<file path="config.mk">
export PLATFORM = sky130hd
export DESIGN_NAME = ctrl_pipe
export DESIGN_NICKNAME = d
export VERILOG_FILES = /design/src/rtl/ctrl_pipe.sv
export SDC_FILE = /design/constraint.sdc
export NUM_CORES = 1
export LEC_CHECK = 0
export BUFFER_PORTS_ARGS = -buffer_cell sky130_fd_sc_hd__clkbuf_2
export CAP_MARGIN = 20
export CORE_UTILIZATION = 56
export CTS_CLUSTER_DIAMETER = 40
export CTS_CLUSTER_SIZE = 8
export DETAILED_ROUTE_END_ITERATION = 6
export GPL_TIMING_DRIVEN = 0
export PLACE_DENSITY = 0.84
export SYNTH_ARGS = -nofsm -noshare
export SYNTH_HDL_FRONTEND = slang
export SYNTH_SLANG_ARGS = --single-unit
</file>
<file path="constraint.sdc">
create_clock -name clk -period 4.5 [get_ports clk]
set_input_delay 0.675 -clock clk [delete_from_list [all_inputs] [get_ports clk]]
set_output_delay 0.675 -clock clk [all_outputs]
set_load 0.05 [all_outputs]
</file>
<file path="src/rtl/ctrl_pipe.sv">
// ctrl_pipe: pipelined control unit for a 5-stage MIPS datapath.
// Decodes the ID opcode into the control bundle and carries it through the
// ID/EX, EX/MEM and MEM/WB control registers. Also detects load-use hazards,
// squashes on taken branches and jumps, and counts stall and flush cycles.
// ALU_OP_W must be at least 3; ALU encodings are zero-extended to that width.
module ctrl_pipe #(
  parameter int REG_ADDR_W = 5,
  parameter int ALU_OP_W   = 3,
  parameter int ENABLE_IMM = 1,
  parameter int CNT_W      = 16
) (
  input  logic                  clk,
  input  logic                  rst,
  input  logic [5:0]            opCode,
  input  logic [REG_ADDR_W-1:0] id_rs,
  input  logic [REG_ADDR_W-1:0] id_rt,
  input  logic                  NoOp,
  input  logic                  br_taken,
  output logic                  stall,
  output logic                  ifid_flush,
  output logic                  id_jump,
  output logic                  ex_Reg_Dst,
  output logic                  ex_ALU_Src,
  output logic                  ex_Branch,
  output logic                  ex_BranchN,
  output logic [ALU_OP_W-1:0]   ex_ALU_Op,
  output logic                  mem_Mem_Read,
  output logic                  mem_Mem_Write,
  output logic                  wb_Reg_Write,
  output logic                  wb_Mem_To_Reg,
  output logic [CNT_W-1:0]      stall_cnt,
  output logic [CNT_W-1:0]      flush_cnt
);

  localparam logic [5:0] OP_RTYPE = 6'b000000;
  localparam logic [5:0] OP_LW    = 6'b100011;
  localparam logic [5:0] OP_SW    = 6'b101011;
  localparam logic [5:0] OP_BEQ   = 6'b000100;
  localparam logic [5:0] OP_BNE   = 6'b000101;
  localparam logic [5:0] OP_J     = 6'b000010;
  localparam logic [5:0] OP_ADDI  = 6'b001000;
  localparam logic [5:0] OP_ANDI  = 6'b001100;
  localparam logic [5:0] OP_ORI   = 6'b001101;

  // Decoded ID-stage bundle
  logic       d_reg_dst, d_alu_src, d_branch, d_branchn;
  logic       d_mem_read, d_mem_write, d_reg_write, d_mem_to_reg, d_jump;
  logic [2:0] d_alu_op3;

  // EX-stage copies that are not themselves outputs
  logic                  ex_mem_read_q, ex_mem_write_q, ex_reg_write_q, ex_mem_to_reg_q;
  logic [REG_ADDR_W-1:0] ex_rt_q;
  // EX/MEM copies feeding write-back
  logic                  mem_reg_write_q, mem_mem_to_reg_q;

  logic bubble;

  // Opcode decode; NoOp zeroes the whole bundle including Jump
  always_comb begin
    d_reg_dst    = 1'b0;
    d_alu_src    = 1'b0;
    d_branch     = 1'b0;
    d_branchn    = 1'b0;
    d_mem_read   = 1'b0;
    d_mem_write  = 1'b0;
    d_reg_write  = 1'b0;
    d_mem_to_reg = 1'b0;
    d_jump       = 1'b0;
    d_alu_op3    = 3'b000;
    case (opCode)
      OP_RTYPE: begin
        d_reg_dst   = 1'b1;
        d_reg_write = 1'b1;
        d_alu_op3   = 3'b010;
      end
      OP_LW: begin
        d_alu_src    = 1'b1;
        d_mem_read   = 1'b1;
        d_mem_to_reg = 1'b1;
        d_reg_write  = 1'b1;
      end
      OP_SW: begin
        d_alu_src   = 1'b1;
        d_mem_write = 1'b1;
      end
      OP_BEQ: begin
        d_branch  = 1'b1;
        d_alu_op3 = 3'b001;
      end
      OP_BNE: begin
        d_branchn = 1'b1;
        d_alu_op3 = 3'b001;
      end
      OP_J: d_jump = 1'b1;
      OP_ADDI: if (ENABLE_IMM != 0) begin
        d_alu_src   = 1'b1;
        d_reg_write = 1'b1;
      end
      OP_ANDI: if (ENABLE_IMM != 0) begin
        d_alu_src   = 1'b1;
        d_reg_write = 1'b1;
        d_alu_op3   = 3'b011;
      end
      OP_ORI: if (ENABLE_IMM != 0) begin
        d_alu_src   = 1'b1;
        d_reg_write = 1'b1;
        d_alu_op3   = 3'b100;
      end
      default: ;
    endcase
    if (NoOp) begin
      d_reg_dst    = 1'b0;
      d_alu_src    = 1'b0;
      d_branch     = 1'b0;
      d_branchn    = 1'b0;
      d_mem_read   = 1'b0;
      d_mem_write  = 1'b0;
      d_reg_write  = 1'b0;
      d_mem_to_reg = 1'b0;
      d_jump       = 1'b0;
      d_alu_op3    = 3'b000;
    end
  end

  // Hazard and squash signals; a taken branch squashes the stalled instruction anyway
  assign stall      = ex_mem_read_q && ((ex_rt_q == id_rs) || (ex_rt_q == id_rt)) && !br_taken;
  assign id_jump    = d_jump && !br_taken;
  assign ifid_flush = br_taken || id_jump;
  assign bubble     = br_taken || stall;

  // ID/EX register: bubble on taken branch or load-use stall, else decoded bundle
  always_ff @(posedge clk) begin
    if (rst || bubble) begin
      ex_Reg_Dst       <= 1'b0;
      ex_ALU_Src       <= 1'b0;
      ex_Branch        <= 1'b0;
      ex_BranchN       <= 1'b0;
      ex_ALU_Op        <= '0;
      ex_mem_read_q    <= 1'b0;
      ex_mem_write_q   <= 1'b0;
      ex_reg_write_q   <= 1'b0;
      ex_mem_to_reg_q  <= 1'b0;
      ex_rt_q          <= '0;
    end else begin
      ex_Reg_Dst       <= d_reg_dst;
      ex_ALU_Src       <= d_alu_src;
      ex_Branch        <= d_branch;
      ex_BranchN       <= d_branchn;
      ex_ALU_Op        <= ALU_OP_W'(d_alu_op3);
      ex_mem_read_q    <= d_mem_read;
      ex_mem_write_q   <= d_mem_write;
      ex_reg_write_q   <= d_reg_write;
      ex_mem_to_reg_q  <= d_mem_to_reg;
      ex_rt_q          <= id_rt;
    end
  end

  // EX/MEM and MEM/WB always advance; stalls never freeze them
  always_ff @(posedge clk) begin
    if (rst) begin
      mem_Mem_Read     <= 1'b0;
      mem_Mem_Write    <= 1'b0;
      mem_reg_write_q  <= 1'b0;
      mem_mem_to_reg_q <= 1'b0;
      wb_Reg_Write     <= 1'b0;
      wb_Mem_To_Reg    <= 1'b0;
    end else begin
      mem_Mem_Read     <= ex_mem_read_q;
      mem_Mem_Write    <= ex_mem_write_q;
      mem_reg_write_q  <= ex_reg_write_q;
      mem_mem_to_reg_q <= ex_mem_to_reg_q;
      wb_Reg_Write     <= mem_reg_write_q;
      wb_Mem_To_Reg    <= mem_mem_to_reg_q;
    end
  end

  // Saturating stall and flush event counters
  always_ff @(posedge clk) begin
    if (rst) begin
      stall_cnt <= '0;
      flush_cnt <= '0;
    end else begin
      if (stall && (stall_cnt != '1))
        stall_cnt <= stall_cnt + CNT_W'(1);
      if (ifid_flush && (flush_cnt != '1))
        flush_cnt <= flush_cnt + CNT_W'(1);
    end
  end

endmodule
</file>
After elaboration in Yosys (flattened, before gate mapping)
Cells that the tools add are included.
{ "totals": {"ff_bits": 52, "latchBits": 0, "ram_bits": 0, "mem_bits_ro": 0, "inputBits": 20, "output_inout_bits": 46, "elab_cells": 55, "memories": 0} }
{ "op_classes": {"n_addsub": 2, "mul": 0, "div": 0, "order_cmp": 0, "n_eq_ne": 12, "n_shift": 0, "muxes": 10, "bitwise": 0, "n_reduce_logical": 15} }
{ "ops": {"columns": ["op", "n"], "rows": [
  ["16-bit by 1-bit adder with 16-bit output, second input constant", 2],
  ["16-bit inequality test, second input constant", 2],
  ["6-bit by 4-bit == test with 1-bit output, second input constant", 3],
  ["6-bit by 3-bit == test with 1-bit output, second input constant", 2],
  ["6-bit == test, second input constant", 2],
  ["3-bit case mux with 4 select lines", 1],
  ["5-bit == test", 2],
  ["5-bit OR reduction", 2],
  ["1-bit two-way mux", 9],
  ["6-bit by 2-bit == test with 1-bit output, second input constant", 1],
  ["6-bit logical NOT", 1],
  ["1-bit logical AND", 5],
  ["1-bit logical OR", 4],
  ["2-bit OR reduction", 2],
  ["1-bit logical NOT", 1]
]} }

Logic depth before layout (Yosys ltp)
{ "depth": {"depth_word": 7, "mapped_depth": 7, "ltp_nobuf": 6} }

Least setup slack after synthesis
Ideal clock, no wire load.
{ "synth_timing": {"kind": "input-to-output", "from": "in id_rt[3]", "to": "out stall", "t_arrival_ps": 2167, "t_required_ps": 3825, "path_slack_ps": 1658, "path_stages": 5, "n_path_buf": 1, "cell_sequence": "xor2_1 -> nor4_2 -> nand2_1 -> buf_2 -> a21oi_1"} }
{ "synth_via": {"elab_chain_cells": 4} }
{ "synth_rtl": {"columns": ["item", "line_no", "text"], "rows": [
  ["from (decl)", "16", "input logic [REG_ADDR_W-1:0] id_rt,"],
  ["5-bit == test", "126", "assign stall = ex_mem_read_q && ((ex_rt_q == id_rs) || (ex_rt_q == id_rt)) && !br_taken;"],
  ["1-bit logical OR", "126", null],
  ["1-bit logical AND (2 in a row)", "126", null],
  ["to (decl)", "19", "output logic stall,"]
]} }
No other way between the ends.

Worst setup path after layout
{ "layout_timing": {"from": "in opCode[3]", "to": "out ifid_flush"} }
{ "layout_via": {"elab_chain_cells": 5} }
{ "layout_rtl": {"columns": ["item", "line_no", "text"], "rows": [
  ["from (decl)", "14", "input logic [5:0] opCode,"],
  ["6-bit by 2-bit == test with 1-bit output", "70", "case (opCode)"],
  ["1-bit two-way mux", "70", null],
  ["1-bit two-way mux", "111", "if (NoOp) begin"],
  ["1-bit logical AND", "127", "assign id_jump = d_jump && !br_taken;"],
  ["1-bit logical OR", "128", "assign ifid_flush = br_taken || id_jump;"],
  ["to (decl)", "20", "output logic ifid_flush,"]
]} }
No other way between the ends.

==> out/qor.csv <==
stage;metric;value;unit
run_status;outcome;completed;
setup_path;Worst R2R Start;flush_cnt[3];
setup_path;Most common cell on crit path;clkbuf_1;
timing;Worst-Margin Slew;799.0;ps
route;Detail Route met3 WL;337;um
pwr;Lkg Pwr;0.001196;uW
timing;skew final;11.02;ps
setup_path;crit path max fanout;10;
timing;RSZ-0062 raised after global routing;no;
logic_synthesis;syn avg cell area;8.868;um^2
layout;Area Overhead vs Synth;18.89;%
logic_synthesis;Synth Cell Area;2536;um^2
pwr;worst vdd ir;186.2;uV
floorplan;core area;4354;um^2
timing;Setup Total Neg Slack;0;ps
global_routing;largest net degree at the start of global routing;19;
layout;most common cell after layout, fill and taps aside;clkbuf_2;
setup_path;crit path DAT;2230;ps
floorplan;Rows;24;
logic_synthesis;Syn Nets;308;
route;top sig layer;met4;
placement;gpl congestion;0.8063;
setup_path;Largest stage delay, worst path;470;ps
floorplan;die area;4802;um^2
clocking;total CTS buffers;5;
logic_synthesis;share of the synthesized area in the top cell type;0.4105;
worst_hold_path;Worst Min Path Start;mem_reg_write_q;
timing;Tcrit/Tclk final;0.6462;
logic_synthesis;post-synthesis sequential area ratio;0.4105;
setup_path;Crit. End Element;output port;
route;# DRC;0;
clocking;clk sink count;52;
clocking;Root Buffer;clkbuf_8;
route;Iter 0 DRT Violations;193;
global_routing;Total GRT Usage;0.2362;
timing;final hold vios;0;
clocking;clk buf depth;2;
timing;Slew Viols, Final;0;
worst_hold_path;Hold WC Path Type;register to register;
clocking;clock-pin slew on the worst setup and hold paths;100;ps
job;Max Cap Viol;0;
layout;most frequent cells in the layout;clkbuf_2 (64), dfxtp_1 (52), nor2_1 (30), nand2_1 (21), nor2b_1 (17);
logic_synthesis;Synth area leader;dfxtp_1;
route;Via-to-Cell Ratio;5.895;
route;drt pass-1 iters;4;
route;wire per inst;13.60;um
logic_synthesis;Yosys warning total;0;
layout;Util after Layout;0.6925;
layout;Net count, final;379;
global_routing;residual overflow from global routing;0;
placement;port bufs;64;
clocking;Post-CTS Setup Repair Bufs;0;
route;Routed WL;5574;um
setup_path;critical path's slowest cell;a31oi_1;
timing;Slew headroom;0.4624;
setup_path;cells along the critical path;clkbuf_1, nor2_1, a31oi_1, clkbuf_1, inv_1, clkbuf_2;
setup_path;critical register-to-register path endpoint;flush_cnt[12];
clocking;CTS tree;yes;
setup_path;worst path required time;3830;ps
route;met2 routed WL;2729;um
route;Vias;2417;
floorplan;IO Pins;66;
setup_path;Worst setup SP type;input pin;
route;Detail Route Antenna Nets;0;
global_routing;vias in the first global route;2167;
timing;Min Hold Slack;450.4;ps
worst_hold_path;worst hold path endpoint;wb_Reg_Write;
placement;DP Wirelength;4119;um
global_routing;antenna violations before repair;0;
route;Metal-1 WL;2410;um
floorplan;Die Span Y;69.30;um
logic_synthesis;Unique masters post-synth;40;
setup_path;R2R cell count;5;
worst_hold_path;hold depth;1;
pwr;PD cells;270.3;nW/um^2
clocking;Clock Latency Late Sink;320;ps
global_routing;first-pass GRT wire length;9190;um
timing;clock period minus worst slack;2908;ps
logic_synthesis;Yosys reg bits;52;
clocking;Gates resized, CTS repair;0;
clocking;H-tree levels;2;
layout;number of fill cells;345;
setup_path;R2R setup slack;2390;ps
layout;layout cell share with drive strength beyond 1;0.2737;
layout;Antenna diodes;0;
logic_synthesis;Area contributors post-synth;dfxtp_1 (41%), mux2_2 (4.9%), nor2_1 (4.4%);
clocking;Hold Buf Count CTS;0;
pwr;Power Total;815.1;uW
floorplan;Starting Density;0.5825;
logic_synthesis;Mapped Cells;286;
setup_path;WS Path Type;input pin to output port;
timing;fmax;343.9;MHz
floorplan;Die W;69.30;um
timing;final setup vio count;0;
per-layer routing:
metal | GRT usage | vias up
li1 | - | 1179
met1 | 0.2629 | 1133
met2 | 0.4186 | 96
met3 | 0.05959 | 9
met4 | 0.1111 | 0
met5 | 0 | -
synth_stat cells:
master     number
nor4b_1         4
nor4_2          2
nor3b_1         3
mux2i_1         1
and4_1          3
o31a_1          1
a41o_1          1
o21ba_2         1
a31o_2          2
a32oi_1         1
a2111oi_2       3
a31oi_1         2
nor2b_1        17
and2_1          1
nor4_4          1
nor2_1         30
and3_1          9
ha_1            2
nand4b_1        1
a2111o_1        2
nor4_1          8
nand3_1        14
xnor2_1        11
nand2b_1        5
clkbuf_1        8
o31ai_1         4
inv_1           7
nand2_1        21
dfxtp_1        52
mux2_2         11
nor3_1          9
buf_2           6
a21oi_1         9
xor2_1          8
or4_1           5
o21ai_0         4
nand4_1         9
a2111oi_0       3
nand3b_1        1
a211oi_1        4
worst max-delay path: cells and delay by family:
kind	cells	cell delay, ps
buffers and inverters	4	960
AO/OA/AOI/OAI	1	470
AND/OR/NAND/NOR	1	120
stage by stage:
stage	instances	cell area [um^2]	setup slack (ps)
6_report	410	3015	1592
5_1_grt	410	3015	1418
4_1_cts	410	3015	1616
3_5_place_dp	402	2922	1631
3_3_place_gp	402	2922	1639
2_1_floorplan	286	2536	1658
final cells by class:
type | instances | area [um^2] | area share
buffer | 14 | 60.06 | 0.01992
clock buffer | 5 | 68.82 | 0.02282
clock inverter | 3 | 25.02 | 0.008299
inverter | 7 | 26.28 | 0.008714
multi-input combinational | 213 | 1409 | 0.4672
sequential | 52 | 1041 | 0.3452
tap | 52 | 65.06 | 0.02158
timing repair buffer | 64 | 320.3 | 0.1062
kinds of logic (layout without fill, tap and decap cells):
group                      count (synthesis)  after routing  share of synthesized area
and+or+nand+nor                          143            143                     0.3143
DFF                                       52             52                     0.4105
AOI/OAI and AO/OA                         37             37                     0.1130
buffers and inverters                     21             93                    0.03404
xor gates and xnor gates                  19             19                    0.06561
muxes                                     12             12                    0.05279
adders and majority gates                  2              2                   0.009865
sequential cells by signal (all words and copies together), names as in the netlist:
signal            cells
ex_reg_write_q        1
flush_cnt            16
ex_Reg_Dst            1
ex_mem_to_reg_q       1
mem_reg_write_q       1
wb_Mem_To_Reg         1
ex_ALU_Op             3
mem_mem_to_reg_q      1
ex_mem_write_q        1
mem_Mem_Write         1
stall_cnt            16
ex_ALU_Src            1
wb_Reg_Write          1
ex_rt_q               5
ex_BranchN            1
ex_Branch             1
worst max path at each step:
stage / from / end / cells after the start
final: opCode[3] / ifid_flush / 6
after CTS: opCode[3] / ifid_flush / 6
after floorplan: id_rt[3] / stall / 5
after global placement: opCode[3] / ifid_flush / 6
after global routing: opCode[3] / ifid_flush / 6
after detailed placement: opCode[3] / ifid_flush / 6
report_power, final:
group	total [uW]	switching, uW	internal (uW)
Clock	284	170	114
Sequential	468	4.19	464
Combinational	62.9	41.4	21.6
Total	815	216	599
Note: power is estimated with default switching activity, not from simulation.
